`src/rtl/des_cfg_pkg.sv`:
```
// Shared constants for DES S-box reprogramming: FSM encoding, table geometry and
// the bit fields that split a flat entry index into {sbox, row, col}.
package des_cfg_pkg;

  localparam int N_SBOX           = 8;
  localparam int ENTRY_W          = 4;
  localparam int DEF_IDLE_TIMEOUT = 255;

  localparam int SBOX_ENTRIES = 64;
  localparam int ROWS         = 4;
  localparam int COLS         = 16;

  // Entry index layout, row-major: col in the low bits, then row, then sbox.
  localparam int COL_W    = $clog2(COLS);
  localparam int ROW_W    = $clog2(ROWS);
  localparam int SBOX_W   = $clog2(N_SBOX);
  localparam int COL_LSB  = 0;
  localparam int ROW_LSB  = COL_LSB + COL_W;
  localparam int SBOX_LSB = ROW_LSB + ROW_W;
  localparam int CNT_W    = SBOX_LSB + SBOX_W;

  localparam int TMO_W = 8;

  localparam logic [1:0] ST_IDLE      = 2'd0;
  localparam logic [1:0] ST_WAIT_IDLE = 2'd1;
  localparam logic [1:0] ST_LOAD      = 2'd2;
  localparam logic [1:0] ST_FLUSH     = 2'd3;

endpackage

```
`src/rtl/sbox_cfg_ctrl.sv`:
```
// S-box table reprogramming sequencer: holds the DES core idle, then writes one table entry per beat.
// Latency: edit strobe one cycle after each accepted beat; done/err one cycle after the last FSM step.
// Backpressure: commands taken only in IDLE; entry beats taken only in LOAD, gaps stall without timeout.
module sbox_cfg_ctrl
  import des_cfg_pkg::*;
#(
  parameter int IDLE_TIMEOUT = DEF_IDLE_TIMEOUT
) (
  input  logic               clk,
  input  logic               rst_n,
  input  logic               i_cmd_valid,
  output logic               o_cmd_ready,
  input  logic               i_cmd_all,
  input  logic [SBOX_W-1:0]  i_cmd_sbox,
  input  logic               i_dat_valid,
  output logic               o_dat_ready,
  input  logic [ENTRY_W-1:0] i_dat,
  input  logic               i_core_idle,
  input  logic               i_abort,
  output logic               o_hold_core,
  output logic               o_edit_sbox,
  output logic [SBOX_W-1:0]  o_sbox_sel,
  output logic [ROW_W-1:0]   o_row_sel,
  output logic [COL_W-1:0]   o_col_sel,
  output logic [ENTRY_W-1:0] o_new_val,
  output logic               o_busy,
  output logic               o_done,
  output logic               o_err
);

  localparam logic [CNT_W-1:0] LAST_ONE = CNT_W'(SBOX_ENTRIES - 1);
  localparam logic [CNT_W-1:0] LAST_ALL = CNT_W'(N_SBOX * SBOX_ENTRIES - 1);

  logic [1:0]         r_state;
  logic [CNT_W-1:0]   r_cnt;
  logic [TMO_W-1:0]   r_tmo;
  logic               r_all;
  logic [SBOX_W-1:0]  r_sbox;
  logic               r_cmd_rdy;
  logic               r_edit;
  logic [SBOX_W-1:0]  r_sbox_sel;
  logic [ROW_W-1:0]   r_row;
  logic [COL_W-1:0]   r_col;
  logic [ENTRY_W-1:0] r_val;
  logic               r_done;
  logic               r_err;

  logic       w_cmd_acc;
  logic       w_beat_acc;
  logic       w_last;
  logic       w_tmo_hit;
  logic [1:0] w_state_nxt;
  logic       w_done_nxt;
  logic       w_err_nxt;

  // cmd_ready is registered so it stays low while rst_n is asserted.
  assign w_cmd_acc  = r_cmd_rdy & i_cmd_valid;
  assign w_beat_acc = (r_state == ST_LOAD) & i_dat_valid & ~i_abort;
  assign w_last     = r_all ? (r_cnt == LAST_ALL) : (r_cnt == LAST_ONE);
  assign w_tmo_hit  = (r_tmo == TMO_W'(IDLE_TIMEOUT - 1));

  always_comb begin
    w_state_nxt = r_state;
    w_done_nxt  = 1'b0;
    w_err_nxt   = 1'b0;
    case (r_state)
      ST_IDLE: begin
        if (w_cmd_acc) w_state_nxt = ST_WAIT_IDLE;
      end
      ST_WAIT_IDLE: begin
        if (i_abort || (!i_core_idle && w_tmo_hit)) begin
          w_state_nxt = ST_IDLE;
          w_err_nxt   = 1'b1;
        end else if (i_core_idle) begin
          w_state_nxt = ST_LOAD;
        end
      end
      ST_LOAD: begin
        if (i_abort) begin
          w_state_nxt = ST_IDLE;
          w_err_nxt   = 1'b1;
        end else if (w_beat_acc && w_last) begin
          w_state_nxt = ST_FLUSH;
        end
      end
      ST_FLUSH: begin
        w_state_nxt = ST_IDLE;
        w_done_nxt  = 1'b1;
      end
      default: w_state_nxt = ST_IDLE;
    endcase
  end

  always_ff @(posedge clk or negedge rst_n) begin
    if (!rst_n) begin
      r_state    <= ST_IDLE;
      r_cnt      <= '0;
      r_tmo      <= '0;
      r_all      <= 1'b0;
      r_sbox     <= '0;
      r_cmd_rdy  <= 1'b0;
      r_edit     <= 1'b0;
      r_sbox_sel <= '0;
      r_row      <= '0;
      r_col      <= '0;
      r_val      <= '0;
      r_done     <= 1'b0;
      r_err      <= 1'b0;
    end else begin
      r_state   <= w_state_nxt;
      r_cmd_rdy <= (w_state_nxt == ST_IDLE);
      r_done    <= w_done_nxt;
      r_err     <= w_err_nxt;
      r_edit    <= w_beat_acc;
      if (w_cmd_acc) begin
        r_all  <= i_cmd_all;
        r_sbox <= i_cmd_sbox;
        r_cnt  <= '0;
        r_tmo  <= '0;
      end
      if ((r_state == ST_WAIT_IDLE) && !i_core_idle && !i_abort) begin
        r_tmo <= r_tmo + TMO_W'(1);
      end
      // Edit bus fields only move on an accepted beat and hold otherwise.
      if (w_beat_acc) begin
        r_cnt      <= r_cnt + CNT_W'(1);
        r_sbox_sel <= r_all ? r_cnt[SBOX_LSB +: SBOX_W] : r_sbox;
        r_row      <= r_cnt[ROW_LSB +: ROW_W];
        r_col      <= r_cnt[COL_LSB +: COL_W];
        r_val      <= i_dat;
      end
    end
  end

  assign o_cmd_ready = r_cmd_rdy;
  assign o_dat_ready = (r_state == ST_LOAD);
  assign o_busy      = (r_state != ST_IDLE);
  assign o_hold_core = (r_state != ST_IDLE);
  assign o_edit_sbox = r_edit;
  assign o_sbox_sel  = r_sbox_sel;
  assign o_row_sel   = r_row;
  assign o_col_sel   = r_col;
  assign o_new_val   = r_val;
  assign o_done      = r_done;
  assign o_err       = r_err;

endmodule

```
`config.mk`:
```
export PLATFORM = sky130hd
export DESIGN_NAME = sbox_cfg_ctrl
export DESIGN_NICKNAME = d
export VERILOG_FILES = /design/src/rtl/des_cfg_pkg.sv /design/src/rtl/sbox_cfg_ctrl.sv
export SDC_FILE = /design/constraint.sdc
export NUM_CORES = 1
export LEC_CHECK = 0
export ABC_AREA = 1
export CAP_MARGIN = 5
export CORE_MARGIN = 4
export CORE_UTILIZATION = 50
export DETAILED_ROUTE_END_ITERATION = 10
export GPL_ROUTABILITY_DRIVEN = 0
export PLACE_DENSITY = 0.79
export SLEW_MARGIN = 20
export SYNTH_ARGS = -nofsm -noshare
export SYNTH_HDL_FRONTEND = slang
export SYNTH_SLANG_ARGS = --single-unit
```
`constraint.sdc`:
```
create_clock -name clk -period 1.72 [get_ports clk]
set_input_delay 0.344 -clock clk [delete_from_list [all_inputs] [get_ports clk]]
set_output_delay 0.344 -clock clk [all_outputs]
set_load 0.02 [all_outputs]
```
==> results by group, run 1 <==
Clock network
  – Root Buffer Master: sky130_fd_sc_hd__clkbuf_8
  – Clock slew seen by the registers of the worst setup and hold paths: around 0.08 ns
  – Number of clock sinks: 40
  – Number of buffers inserted during clock tree synthesis: 5
  – Clock tree from TritonCTS: built
  – H-tree lvl count: 2
  – Skew-Pair Late Insertion Delay: 0.29 ns
  – Number of buffers inserted by hold repair at cts: 0
  – Clk buf depth: 2

Yosys
  – Total nets after synthesis: roughly 250
  – Post-synthesis sequential area ratio: a little over half
  – Post-synthesis cell type with the largest combined area: sky130_fd_sc_hd__dfrtp_1
  – Share of the synthesized area in the top cell type: roughly 52%
  – Count of yosys warnings during synthesis: 0
  – Flip-flop and latch count after synthesis: 40
  – Post-Synthesis Cells: 225
  – Top area cells in the synthesized netlist: sky130_fd_sc_hd__dfrtp_1 52%, sky130_fd_sc_hd__nand2_1 13%, sky130_fd_sc_hd__inv_1 5.7%
  – Average footprint of a synthesized cell: 8.553 um2
  – Mapped Area: roughly 1900 um2
  – Synth cell types: 26

Setup path
  – CP bufs+invs: 3
  – Crit-path most repeated cell: sky130_fd_sc_hd__inv_1
  – List of cells traversed by the critical path: inv_1 -> ha_1 -> inv_1 -> clkdlybuf4s15_1
  – Crit path required time: approximately 1.4 ns
  – Crit path launch type: flip-flop
  – Max stage delay cell, worst path: sky130_fd_sc_hd__dfrtp_1
  – Cell type group with the largest total delay on the critical path: buffers and inverters
  – Kind of capture point of the worst setup path: primary output
  – Critical Path Max Stage Delay: 0.39 ns
  – Critical Setup Path Class: reg2out
  – WP data arrival: between 1 and 1.5 ns
  – Peak fanout along the critical path: 4

Route
  – Number of optimization iterations in the first detailed-route pass: 4
  – Detailed Route WL: between 4 and 5 mm
  – Number of DRC markers in iteration 0: roughly 140
  – Post-route DRC: 0
  – Antenna-violating nets left: 0
  – Vias post-DR: 1653
  – Routed wire per std cell: around 13 um
  – Via-per-instance ratio: about 5

Global route
  – Pin count of the biggest net entering global routing: slightly above 40
  – Overall global routing resource usage: between 10% and 20%
  – Congestion Overflow GR: 0
  – Number of antenna violations at the first check in global routing: 0
  – Vias in the first global route: 1623
  – First-pass GRT wire length: about 7.3 mm

STA
  – Slew Viols, Final: 0
  – Final Cycle Share: a little over nine tenths
  – Setup-failing EPs final: 0
  – Final Critical Period: 1.625 ns
  – Number of failing hold endpoints at the final stage: 0
  – Remaining max-slew budget at the tightest pin: 66.92%
  – Final worst clock skew: 0.003495 ns
  – Worst Tran Pin Value: ~0.50 ns
  – Maximum clock rate: between 0.6 and 0.7 GHz

Pwr
  – Worst-case vdd ir drop: 0.001131 V
  – Leak Pwr: between 1 and 1.5 nW
  – Power density normalized to cell area: about 1400 nW/um2

Outcome
  – Status: completed

Run
  – Number of max-cap violations: 0

Floorplanning
  – IO Count: 34
  – Count of standard-cell rows: 22
  – Floorplan core area: approximately 3700 um2
  – Vertical extent of the die: 70.04 um
  – Horizontal die dimension: between 70 and 80 um
  – Initial Utilization: between 50% and 60%
  – Area enclosed by the die boundary: 4905 um2

Place
  – IO buf count: 33
  – Cell area after placement: roughly 2400 um2
  – Final HPWL from detailed placement: roughly 2.9 mm
  – Count of placed standard cells including taps: approximately 310

Finish
  – Fill cell count: 318
  – Layout Cells excl Fill: between 300 and 400
  – Ant diodes: 0
  – Layout Cell Area excl Fill: roughly 2500 um2
  – Layout cell share with drive strength beyond 1: roughly 14%
  – Synth-to-Final Area Change: 30.75%
  – Fin nets: slightly below 300

Worst hold path
  – Hold WC Path Type: in2async
-- sequential cells by signal, indices dropped and copies added (netlist names) --
signal / cells
o_done: 1
o_new_val: 4
o_cmd_ready: 1
o_sbox_sel: 3
o_row_sel: 2
r_sbox: 3
r_tmo: 8
o_edit_sbox: 1
r_cnt: 9
r_all: 1
r_state: 2
o_col_sel: 4
o_err: 1
-- worst paths after layout --
| path | slack [ns] | endpoint | cells past startpoint | from |
|---|---|---|---|---|
| worst max-delay path | 0.1 | o_hold_core | 4 | r_state[1]$_DFF_PN0_ |
| worst min-delay path | 0.09 | o_done$_DFF_PN0_ | 2 | rst_n |
| worst max register to register | 0.11 | r_tmo[2]$_DFFE_PN0P_ | 10 | r_state[1]$_DFF_PN0_ |
| worst min register to register | 0.48 | r_sbox[2]$_DFFE_PN0P_ | 2 | r_sbox[2]$_DFFE_PN0P_ |
| max in group asynchronous | 1.28 | r_cnt[5]$_DFFE_PN0P_ | 2 | rst_n |
| min in group clk | 0.48 | r_sbox[2]$_DFFE_PN0P_ | 2 | r_sbox[2]$_DFFE_PN0P_ |
-- Yosys cell counts (all sizes together) --
cell,n
o22ai,4
a31oi,2
buf,2
o31ai,3
nor2,14
nand4,2
dfrtp,40
a21oi,10
inv,31
nand2,69
xnor2,1
a22oi,1
nand3,10
mux2i,1
nor3,7
o21ai,17
clkbuf,2
ha,8
a211oi,1
-- stage by stage --
stage / total power [W] / worst slack (ns) / hold slack [ns] / util, % / TNS (ns)
after floorplan: 0.002125 / 0.06569 / 0.04841 / - / 0
after global placement: 0.002742 / 0.04450 / 0.4315 / 64.25 / 0
after detailed placement: 0.002778 / -0.003146 / 0.4291 / 64.25 / -0.005404
after CTS: 0.003514 / 0.04689 / 0.1113 / 67.16 / 0
after global routing: 0.003784 / -0.02427 / 0.1340 / 68.22 / -0.07174
final: 0.003518 / 0.09514 / 0.08735 / 68.22 / 0
-- where the power goes --
group / internal [W] / switching (W)
logic: 0.000626 / 0.000789
registers: 0.00118 / 0.000161
clock network: 0.000429 / 0.000330
-- layout make-up --
type	instances	area, um2	share of cell area [%]
flip-flops and latches	40	1001	39.78
multi-input cells	150	803.3	31.92
repair buffers	47	424.2	16.86
inverters	31	116.4	4.625
clock buffers	5	68.82	2.735
well taps	48	60.06	2.387
clock inverters	3	42.54	1.691
-- logic make-up (layout without fill, tap and decap cells) --
kind of cell	Yosys count	after routing	synth area share [%]
multiplexers	1	1	0.5202
adder cells (fa/ha/maj)	8	8	5.202
AND/OR/NAND/NOR	102	102	23.47
AO/OA/AOI/OAI	38	38	11.12
flip-flops	40	40	52.02
buffers and inverters	35	86	7.217
XOR/XNOR	1	1	0.4552
-- cell usage in the layout (no fill, tap or decap), types with 2 or more instances in the layout --
cell and instances:
sky130_fd_sc_hd__nand2_1 68, sky130_fd_sc_hd__dfrtp_1 40, sky130_fd_sc_hd__clkdlybuf4s50_1 29, sky130_fd_sc_hd__inv_1 28, sky130_fd_sc_hd__o21ai_0 16, sky130_fd_sc_hd__buf_4 14, sky130_fd_sc_hd__nor2_1 10, sky130_fd_sc_hd__a21oi_1 9
sky130_fd_sc_hd__ha_1 8, sky130_fd_sc_hd__nor3_1 7, sky130_fd_sc_hd__nand3_1 7, sky130_fd_sc_hd__clkbuf_8 5, sky130_fd_sc_hd__inv_2 3, sky130_fd_sc_hd__nor2_4 3, sky130_fd_sc_hd__o22ai_1 3, sky130_fd_sc_hd__nand3_2 2
sky130_fd_sc_hd__nand4_1 2, sky130_fd_sc_hd__a31oi_1 2, sky130_fd_sc_hd__o31ai_1 2
-- metal layers --
metal,global-route usage (%),share of wire (%),vias to the layer above
met4,4.894,0.41,0
met5,0,0,-
met3,6.331,6.4,2
li1,-,-,826
met2,27.81,48,46
met1,24.91,46,779
-- timing repair --
action,in CTS,in global routing
setup endpoints to repair,3,8
hold endpoints to repair,0,0
pin swaps,0,2
buffers inserted,0,3
resized for setup,3,8
No activity file was read; power rests on OpenSTA's default activity.
==> run 2: changes to the inputs <==
DONT_BUFFER_PORTS = 1   (was unset)
PLACE_DENSITY = 0.68   (was 0.79)
==> run 2 against run 1 <==
Compared with the run above:
- final cell count is 11% lower
- largest cell class unchanged
- worst setup slack got worse by 0.018 ns
- largest power group is now sequential cells
- critical path depth stayed put
==> results by group, run 2 (same netlist as run 1, synthesis figures left out) <==
Outcome
  – Status: completed

Finish
  – Commonest non-fill, non-tap cell in the layout: sky130_fd_sc_hd__nand2_1
  – Layout Utilization: 58.28%
  – Fill cell count: about 330
  – Ant diodes: 0
  – Synth-to-Final Area Change: 11.70%
  – Layout cell share with drive strength beyond 1: around 11%
  – Flip-flop count of the largest register after layout: 9
  – Most flops, register: r_cnt
  – Most used cells in the layout excluding fill and tap cells: 69 x sky130_fd_sc_hd__nand2_1, 40 x sky130_fd_sc_hd__dfrtp_1, 28 x sky130_fd_sc_hd__inv_1
  – Fin nets: 260
  – Largest registers ranked by flip-flop count: r_cnt: 9 flops, r_tmo: 8 flops

Pwr
  – Register share of total power: between 50% and 60%
  – Switch share: 40.28%
  – Comb pwr share: 27.4%
  – Total design power: approximately 0.0030 W
  – Worst-case vdd ir drop: 0.0009452 V
  – Leak Pwr: ~1.1 nW
  – Internal power contribution: ~0.0018 W
  – Net switching power: between 0.001 and 0.0015 W
  – Power density normalized to cell area: about 1400 nW/um2
  – Clk network pwr share: between 20% and 30%

Floorplanning
  – Count of standard-cell rows: 22
  – Floorplan core area: roughly 3700 um2
  – Initial Utilization: a little over half
  – Area enclosed by the die boundary: roughly 4900 um2
  – IO Count: 34
  – Horizontal die dimension: approximately 70 um
  – Vertical extent of the die: roughly 70 um

Setup path
  – CP bufs+invs: 3
  – Kind of capture point of the worst setup path: primary output
  – Critical Setup Path Class: reg2out
  – Cell type group with the largest total delay on the critical path: buffers and inverters
  – Crit path required time: 1.38 ns
  – Capturing point of the worst reg2reg path: r_tmo[1]$_DFFE_PN0P_
  – Slack of the worst reg-to-reg path: 0.17 ns
  – Peak fanout along the critical path: 4
  – R2R depth: 9
  – Critical Path Max Stage Delay: 0.35 ns
  – List of cells traversed by the critical path: inv_1 -> buf_4 -> ha_1 -> inv_1
  – Crit-path most repeated cell: sky130_fd_sc_hd__inv_1
  – Reg2Reg Launch Point: r_state[1]$_DFF_PN0_
  – Max stage delay cell, worst path: sky130_fd_sc_hd__dfrtp_1
  – WP data arrival: about 1.3 ns
  – Crit path launch type: flip-flop

STA
  – Setup-failing EPs final: 0
  – Hold slack: 0.1504 ns
  – Final WS setup: ~0.077 ns
  – Final Critical Period: roughly 1.6 ns
  – Remaining max-slew budget at the tightest pin: 72.71%
  – RSZ-0062 raised after global routing: no
  – Final worst clock skew: 0.003831 ns
  – Number of failing hold endpoints at the final stage: 0
  – Maximum clock rate: between 0.6 and 0.7 GHz
  – Final Cycle Share: approximately 96%
  – Setup TNS: 0 ns
  – Slew Viols, Final: 0
  – Worst Tran Pin Value: 0.4083 ns

Worst hold path
  – Count of cells along the worst hold path: 2
  – Hold Path End: o_new_val[1]$_DFFE_PN0P_
  – Hold WC Path Type: in2reg
  – Hold Crit Start: i_dat[1]

Global route
  – Number of antenna violations at the first check in global routing: 0
  – First-pass GRT wire length: just over 6 mm
  – Vias in the first global route: 1379
  – Pin count of the biggest net entering global routing: around 40
  – Congestion Overflow GR: 0
  – Overall global routing resource usage: roughly 16%

Clock network
  – Clk buf depth: 2
  – Clock slew seen by the registers of the worst setup and hold paths: around 0.08 ns
  – H-tree lvl count: 2
  – Number of buffers inserted during clock tree synthesis: 5
  – Root Buffer Master: sky130_fd_sc_hd__clkbuf_8
  – Clock tree from TritonCTS: built
  – Number of clock sinks: 40
  – Skew-Pair Late Insertion Delay: ~0.3 ns

Place
  – Final HPWL from detailed placement: 2.616 mm
  – IO buf count: 0
  – Pre-CTS setup slack: approximately 0.063 ns

Route
  – Number of DRC markers in iteration 0: between 80 and 90
  – Antenna-violating nets left: 0
  – Vias post-DR: 1453
  – Post-route DRC: 0
  – Detailed Route WL: approximately 3.7 mm
  – Number of optimization iterations in the first detailed-route pass: 4
  – Via-per-instance ratio: approximately 5.1
  – Routed wire per std cell: around 13 um

Run
  – Number of max-cap violations: 0
run 2: how the worst max path moves through the flow:
stage,from,end,slack (ns),depth (start not counted)
after floorplan,r_state[0]$_DFF_PN0_,r_cnt[7]$_DFFE_PN0P_,0.07,7
after global placement,r_state[1]$_DFF_PN0_,r_tmo[1]$_DFFE_PN0P_,0.1,9
after detailed placement,r_state[1]$_DFF_PN0_,r_tmo[1]$_DFFE_PN0P_,0.06,9
after CTS,r_state[0]$_DFF_PN0_,o_hold_core,0.06,4
after global routing,r_state[0]$_DFF_PN0_,o_busy,0.002,4
final,r_state[0]$_DFF_PN0_,o_hold_core,0.08,4
run 2: per-layer routing:
metal / share of wire, % / GRT usage, % / vias to the layer above
li1: - / - / 751
met1: 48 / 20.61 / 654
met2: 44 / 23.71 / 41
met3: 5.9 / 4.892 / 7
met4: 2.5 / 10.00 / 0
met5: 0 / 0 / -
run 2: cell type report:
type                    instances  area [um2]  area share [%]
clock buffers                   6       82.58           3.842
multi-input cells             150       784.5           36.50
inverters                      31       116.4           5.413
repair buffers                 10       90.09           4.191
flip-flops and latches         40        1001           46.57
well taps                      48       60.06           2.794
clock inverters                 2       15.01          0.6985
run 2: worst register-to-register path, cell delays in order, from the launching register on:
cell	delay (ns)
sky130_fd_sc_hd__dfrtp_1	0.43
sky130_fd_sc_hd__inv_2	0.11
sky130_fd_sc_hd__ha_1	0.17
sky130_fd_sc_hd__nand2_1	0.11
sky130_fd_sc_hd__nor2_4	0.19
sky130_fd_sc_hd__inv_2	0.08
sky130_fd_sc_hd__nand2_1	0.10
sky130_fd_sc_hd__inv_1	0.08
sky130_fd_sc_hd__nand2_1	0.06
sky130_fd_sc_hd__o21ai_0	0.09
run 2: power by group through the flow:
| stage | registers (W) | clock network, W | logic, W |
|---|---|---|---|
| 4_1_cts | 0.00153 | 0.000684 | 0.000826 |
| 3_3_place_gp | 0.00154 | 0 | 0.000778 |
| 3_5_place_dp | 0.00155 | 0 | 0.000791 |
| 5_1_grt | 0.00156 | 0.000729 | 0.000942 |
| 2_1_floorplan | 0.00152 | 0 | 0.000609 |
| 6_report | 0.00153 | 0.000665 | 0.000828 |
run 2: stage by stage:
| stage | instance area (um2) | cells |
|---|---|---|
| floorplan | 1924 | 225 |
| global placement | 2007 | 275 |
| detailed placement | 2007 | 275 |
| CTS | 2135 | 285 |
| global route | 2150 | 287 |
| finish | 2150 | 287 |
run 2: repair_timing:
action | CTS | global route
endpoints found under the hold margin | 40 | 0
setup buffers | 0 | 2
resized for setup | 0 | 1
setup endpoints to repair | 0 | 3
hold buffers | 2 | 0
